<file path="src/rtl/riscv_hazard_scoreboard.sv">
// riscv_hazard_scoreboard: hazards that forwarding cannot cover (load-use, long-op RAW/WAW, long-op limit, branch squash).
// Optional macro HAZARD_PERF_CNT_EN adds saturating stall_cycles / flush_events counters.
module riscv_hazard_scoreboard #(
    parameter int MAX_LONG = 4,
    parameter int CNT_W    = 32
) (
    input  logic                          clk,
    input  logic                          rst,
    input  logic [4:0]                    rs1_d,
    input  logic [4:0]                    rs2_d,
    input  logic                          rs1_used_d,
    input  logic                          rs2_used_d,
    input  logic [4:0]                    rd_d,
    input  logic                          long_op_d,
    input  logic                          valid_e,
    input  logic [4:0]                    rd_e,
    input  logic                          reg_write_e,
    input  logic                          mem_read_e,
    input  logic                          long_op_e,
    input  logic                          long_done,
    input  logic [4:0]                    long_rd,
    input  logic                          branch_taken_e,
    output logic                          stall_f,
    output logic                          stall_d,
    output logic                          flush_d,
    output logic                          flush_e,
    output logic [31:0]                   busy_mask,
    output logic [$clog2(MAX_LONG+1)-1:0] long_count,
`ifdef HAZARD_PERF_CNT_EN
    output logic [CNT_W-1:0]              stall_cycles,
    output logic [CNT_W-1:0]              flush_events,
`endif
    output logic                          sb_error
);
    localparam int LCW = $clog2(MAX_LONG + 1);
    localparam logic [LCW-1:0] FULL = LCW'(MAX_LONG);
    localparam logic [LCW-1:0] NEAR = LCW'(MAX_LONG - 1);

    if (MAX_LONG < 1 || MAX_LONG > 15 || CNT_W < 1) begin : g_param_check
        $error("riscv_hazard_scoreboard: MAX_LONG must be 1..15 and CNT_W >= 1");
    end

    logic [31:0]    busy_q, busy_d;
    logic [LCW-1:0] cnt_q, cnt_d;
    logic           err_q, err_d;
    logic           dispatch, cnt_full, load_use, raw_sb, struct_haz, hazard;
    logic           done_bad, done_ok;

    // hazard detection and pipeline controls; a taken branch overrides any stall
    always_comb begin
        dispatch   = valid_e & long_op_e;
        cnt_full   = cnt_q == FULL;
        load_use   = valid_e & mem_read_e & reg_write_e & (rd_e != 5'd0)
                   & ((rs1_used_d & (rs1_d == rd_e)) | (rs2_used_d & (rs2_d == rd_e)));
        raw_sb     = (rs1_used_d & busy_q[rs1_d]) | (rs2_used_d & busy_q[rs2_d]);
        struct_haz = long_op_d & (((rd_d != 5'd0) & busy_q[rd_d]) | cnt_full | (dispatch & (cnt_q == NEAR)));
        hazard     = load_use | raw_sb | struct_haz;
        stall_f    = ~rst & hazard & ~branch_taken_e;
        stall_d    = ~rst & hazard & ~branch_taken_e;
        flush_d    = ~rst & branch_taken_e;
        flush_e    = ~rst & (hazard | branch_taken_e);
    end

    // scoreboard next state; illegal completions are ignored but flagged, set beats clear
    always_comb begin
        done_bad = long_done & ((cnt_q == '0) | ((long_rd != 5'd0) & ~busy_q[long_rd]));
        done_ok  = long_done & ~done_bad;
        busy_d   = busy_q & ~(done_ok ? 32'd1 << long_rd : 32'd0);
        busy_d   = busy_d | ((dispatch & (rd_e != 5'd0)) ? 32'd1 << rd_e : 32'd0);
        cnt_d    = cnt_q + LCW'(dispatch & ~cnt_full) - LCW'(done_ok);
        err_d    = err_q | done_bad | (dispatch & cnt_full);
    end

    // scoreboard state registers
    always_ff @(posedge clk) begin
        if (rst) begin
            busy_q <= '0;
            cnt_q  <= '0;
            err_q  <= 1'b0;
        end else begin
            busy_q <= busy_d;
            cnt_q  <= cnt_d;
            err_q  <= err_d;
        end
    end

    assign busy_mask  = busy_q;
    assign long_count = cnt_q;
    assign sb_error   = err_q;

`ifdef HAZARD_PERF_CNT_EN
    logic [CNT_W-1:0] stall_cnt_q, stall_cnt_d, flush_cnt_q, flush_cnt_d;

    // saturating event counters
    always_comb begin
        stall_cnt_d = stall_cnt_q + CNT_W'(stall_d & ~&stall_cnt_q);
        flush_cnt_d = flush_cnt_q + CNT_W'(flush_d & ~&flush_cnt_q);
    end

    // counter registers
    always_ff @(posedge clk) begin
        if (rst) begin
            stall_cnt_q <= '0;
            flush_cnt_q <= '0;
        end else begin
            stall_cnt_q <= stall_cnt_d;
            flush_cnt_q <= flush_cnt_d;
        end
    end

    assign stall_cycles = stall_cnt_q;
    assign flush_events = flush_cnt_q;
`endif
endmodule

</file>
<file path="config.mk">
export PLATFORM = sky130hd
export DESIGN_NAME = riscv_hazard_scoreboard
export DESIGN_NICKNAME = d
export VERILOG_FILES = /design/src/rtl/riscv_hazard_scoreboard.sv
export SDC_FILE = /design/constraint.sdc
export NUM_CORES = 1
export LEC_CHECK = 0
export CORE_MARGIN = 2
export CORE_UTILIZATION = 50
export CTS_CLUSTER_DIAMETER = 30
export DETAILED_ROUTE_END_ITERATION = 16
export HOLD_SLACK_MARGIN = 0.02
export PLACE_DENSITY_LB_ADDON = 0.15
export SYNTH_ARGS = -nofsm -noshare
export SYNTH_HDL_FRONTEND = slang
export SYNTH_SLANG_ARGS = --single-unit
</file>
<file path="constraint.sdc">
create_clock -name clk -period 4.5 [get_ports clk]
set_clock_uncertainty 0.05 [all_clocks]
set_input_delay 0.675 -clock clk [delete_from_list [all_inputs] [get_ports clk]]
set_output_delay 0.675 -clock clk [all_outputs]
set_load 0.01 [all_outputs]
</file>
==> results.sh, run 1 <==
export IMPL_synth_cell_area_sq_mm=0.00292
export IMPL_place_gp_congestion=0.946
export IMPL_cts_sinks=36
export IMPL_synth_compound_area_share_pct=20.1
export IMPL_placedCellCount=438
export IMPL_rsz0062_at_grt="false"
export IMPL_power_leakage_nw=1.29
export IMPL_hold_depth=2
export IMPL_cts_path_max_buffers=2
export IMPL_status="complete, no violations"
export IMPL_async_flop_share_pct=0
export IMPL_final_max_slew_viol_count=0
export IMPL_layout_nets=412
export IMPL_crit_chain="dlygate4sd2_1 > mux4_1 > mux4_2 > and2_4 > o41ai_2 > nand4_1 > nor3b_2 > clkdlybuf4s50_1"
export IMPL_dieArea_sq_mm=0.00646
export IMPL_cp_slowest_stage_delay_ps=650
export IMPL_period_share_pct=95.5
export IMPL_pin_count=76
export IMPL_synth_seq_area_share_pct=24.7
export IMPL_synthCells=306
export IMPL_placed_area_sq_mm=0.00372
export IMPL_ir_worst_vdd_uv=187
export IMPL_synth_xor_area_share_pct=3.61
export IMPL_area_growth_pct=31.8
export IMPL_cts_reportedPaths_clkPinSlew_ps=70
export IMPL_grt_pass1_wl_mm=15.0
export IMPL_worstHoldStart="sb_error$_SDFF_PP0_"
export IMPL_drive_above_1_share_pct=12.6
export IMPL_fp_coreArea_sq_mm=0.00557
export IMPL_num_rows=27
export IMPL_first_pass_iters=6
export IMPL_reg2reg_depth=13
export IMPL_vias=3036
export IMPL_finalInstanceArea_sq_mm=0.00384
export IMPL_finalHoldViolCount=0
export IMPL_yosysWarnings=0
export IMPL_end_kind="output pin"
export IMPL_p_total_mw=0.915
export IMPL_synthSimpleGateAreaFrac_pct=17.2
export IMPL_drc=0
export IMPL_ant_nets=0
export IMPL_slowest_stage="mux4_1"
export IMPL_die_width_um=80.4
export IMPL_start_util_pct=52.3
export IMPL_wl_mm=9.91
export IMPL_dp_hpwl_mm=7.37
export IMPL_synth_area_per_cell_sq_um=9.53
export IMPL_synthAdderAreaFrac_pct=1.55
export IMPL_chipHeight_um=80.4
export IMPL_fmax_ghz=0.233
export IMPL_synth_nets=345
export IMPL_viasPerCell=6.81
export IMPL_yosys_top_cells_area="dfxtp_1 (25%), mux4_2 (19%), mux2i_1 (5.2%)"
export IMPL_instances_no_fill=446
export IMPL_antenna_found_initial=0
export IMPL_post_route_util_pct=68.9
export IMPL_whs_endpoint="sb_error$_SDFF_PP0_"
export IMPL_arrival_ps=3570
export IMPL_tightest_slew_ps=1000
export IMPL_synthMuxAreaShare_pct=28.1
export IMPL_start_kind="input pin"
export IMPL_io_buffers=75
export IMPL_drtIter0Drc=357
export IMPL_yosys_area_top_type_share_pct=24.7
export IMPL_cp_max_fo=6
export IMPL_ys_flop_type="dfxtp_1"
export IMPL_synth_edff_count=0
export IMPL_synth_top_family_by_area="multiplexers"
export IMPL_grt_pass1_vias=2856
export IMPL_cap_violations=0
export IMPL_cts_max_level=2
export IMPL_cts_made_buffers=5
export IMPL_cts_root_buf="clkbuf_8"
export IMPL_cts_tree="yes"
export IMPL_yosysTopAreaCell="dfxtp_1"
export IMPL_gr_usage_all_layers_pct=31.1
export IMPL_reg2reg_setup_slack_ps=1330
export IMPL_wl_per_cell_um=22.2
export IMPL_regToRegStartpoint="busy_mask[31]$_SDFF_PP0_"
export IMPL_reg2reg_to="long_count[2]$_SDFF_PP0_"
export IMPL_required_ps=3770
export IMPL_diodes=0
export IMPL_clk_latency_ps=290
export IMPL_setup_viol=0
export IMPL_power_density_mw_per_mm2=238
export IMPL_period_minus_slack_ps=4300
export IMPL_ys_types=47
export IMPL_grt_max_degree=31
export IMPL_hold_buffers=0
export IMPL_ys_ff_latch=36
export IMPL_hp_class="reg2reg"
export IMPL_critPathKind="in2out"
export IMPL_max_slew_margin_rel_pct=32.9
export IMPL_grt_remaining_overflow=0
layout make-up:
cell class                 count  area, sq um
clock buffer                   7         96.3
clock inverter                 1         30.0
fill                         447         1730
inverter                       9         33.8
multi-input combinational    237         2050
sequential                    36          721
tap                           72         90.1
timing repair buffer          84          817
through the flow:
stage               setup TNS, ps  setup slack (ps)  hold slack (ps)
floorplan                       0              1050              474
global placement                0              54.9              466
detailed placement           -123             -48.6              484
CTS                             0               208              494
global route                    0               113              512
finish                          0               202              497
state kept, by name, summed over array words and instances (netlist names):
| signal | cells |
|---|---|
| sb_error | 1 |
| busy_mask | 32 |
| long_count | 3 |
Yosys cell counts, types with 2 or more instances:
| cell type | instances |
|---|---|
| nand2_1 | 37 |
| dfxtp_1 | 36 |
| mux4_2 | 24 |
| a21oi_1 | 18 |
| clkbuf_1 | 17 |
| a311oi_1 | 15 |
| mux2i_1 | 15 |
| nor2_1 | 15 |
| xnor2_1 | 11 |
| a31oi_1 | 10 |
| a22o_1 | 8 |
| a32o_1 | 8 |
| inv_1 | 8 |
| nor3_1 | 7 |
| nor2b_1 | 6 |
| nand4_1 | 5 |
| nor3b_1 | 5 |
| o21ai_0 | 5 |
| and2_1 | 4 |
| buf_2 | 4 |
| mux4_1 | 4 |
| nand3_1 | 4 |
| nand3b_1 | 4 |
| a41oi_1 | 3 |
| and3_1 | 3 |
| nand2b_1 | 3 |
| o211ai_1 | 3 |
| o22ai_1 | 3 |
| ha_1 | 2 |
| mux2_2 | 2 |
what timing repair did:
item | CTS | global route
setup buffers | 0 | 0
resized for setup | 1 | 0
endpoints found under the setup margin | 3 | 0
report_power, final:
group / switching, mW / total (mW) / leakage [nW] / internal, mW
sequential: 0.0169 / 0.347 / 0.291 / 0.330
clock: 0.120 / 0.316 / 0.0645 / 0.196
combinational: 0.131 / 0.252 / 0.932 / 0.121
total: 0.268 / 0.915 / 1.29 / 0.647
logic make-up after synthesis:
group | count (synthesis)
DFF | 36
xor gates and xnor gates | 12
AOI/OAI and AO/OA | 79
buffers and inverters | 33
and+or+nand+nor | 98
muxes | 45
adders and majority gates | 3
worst max-delay path by stage:
| stage | slack (ps) | start | to | depth (start not counted) |
|---|---|---|---|---|
| 5_1_grt | 110 | rs2_d[1] | stall_f | 7 |
| 6_report | 200 | rd_d[1] | stall_d | 8 |
| 3_3_place_gp | 50 | rd_d[1] | stall_f | 8 |
| 4_1_cts | 210 | rd_d[1] | stall_d | 8 |
| 2_1_floorplan | 1050 | rd_d[1] | stall_f | 8 |
| 3_5_place_dp | -50 | rd_d[1] | stall_d | 8 |
worst max-delay path: cells and delay by family:
| kind | cells | cell delay, ps |
|---|---|---|
| simple gates | 3 | 550 |
| buf+inv | 2 | 880 |
| mux | 2 | 1130 |
| compound gates | 1 | 340 |
routing by layer:
metal  share of wire [%]  track usage (%)  vias to the layer above
met5                   0                0                        -
met4                 3.5             13.6                        0
met3                  12             5.39                       41
met2                  46             49.7                      237
met1                  38             41.4                     1415
li1                    -                -                     1343
cell usage in the layout, fill, tap and decap left out, types with 2 or more instances in the layout:
| cell type | count |
|---|---|
| nor2b_1 | 6 |
| o22ai_1 | 3 |
| o21ai_0 | 5 |
| nand4_1 | 5 |
| nand3_1 | 4 |
| xnor2_1 | 11 |
| inv_1 | 8 |
| clkdlybuf4s50_1 | 74 |
| a22o_1 | 8 |
| nor2_1 | 15 |
| nor3b_1 | 5 |
| and2_1 | 4 |
| nor3_1 | 7 |
| a21oi_1 | 18 |
| nand3b_1 | 4 |
| mux2i_1 | 15 |
| clkbuf_8 | 7 |
| nand2_1 | 37 |
| a41oi_1 | 3 |
| a32o_1 | 8 |
| mux4_2 | 24 |
| mux4_1 | 4 |
| a311oi_1 | 15 |
| a31oi_1 | 10 |
| nand2b_1 | 3 |
| dfxtp_1 | 36 |
| ha_1 | 2 |
| buf_4 | 9 |
| o211ai_1 | 3 |
| and3_1 | 3 |
| mux2_2 | 2 |
Power figures use the tool's default switching activity.
==> inputs of run 2 (changes only) <==
--- a/config.mk
+++ b/config.mk
@@ -11,6 +11,7 @@
 export DETAILED_ROUTE_END_ITERATION = 16
 export HOLD_SLACK_MARGIN = 0.02
 export PLACE_DENSITY_LB_ADDON = 0.15
+export SLEW_MARGIN = 15
 export SYNTH_ARGS = -nofsm -noshare
 export SYNTH_HDL_FRONTEND = slang
 export SYNTH_SLANG_ARGS = --single-unit
==> results of run 2 <==
No change in the layout: final DEF, timing and power equal those of run 1.
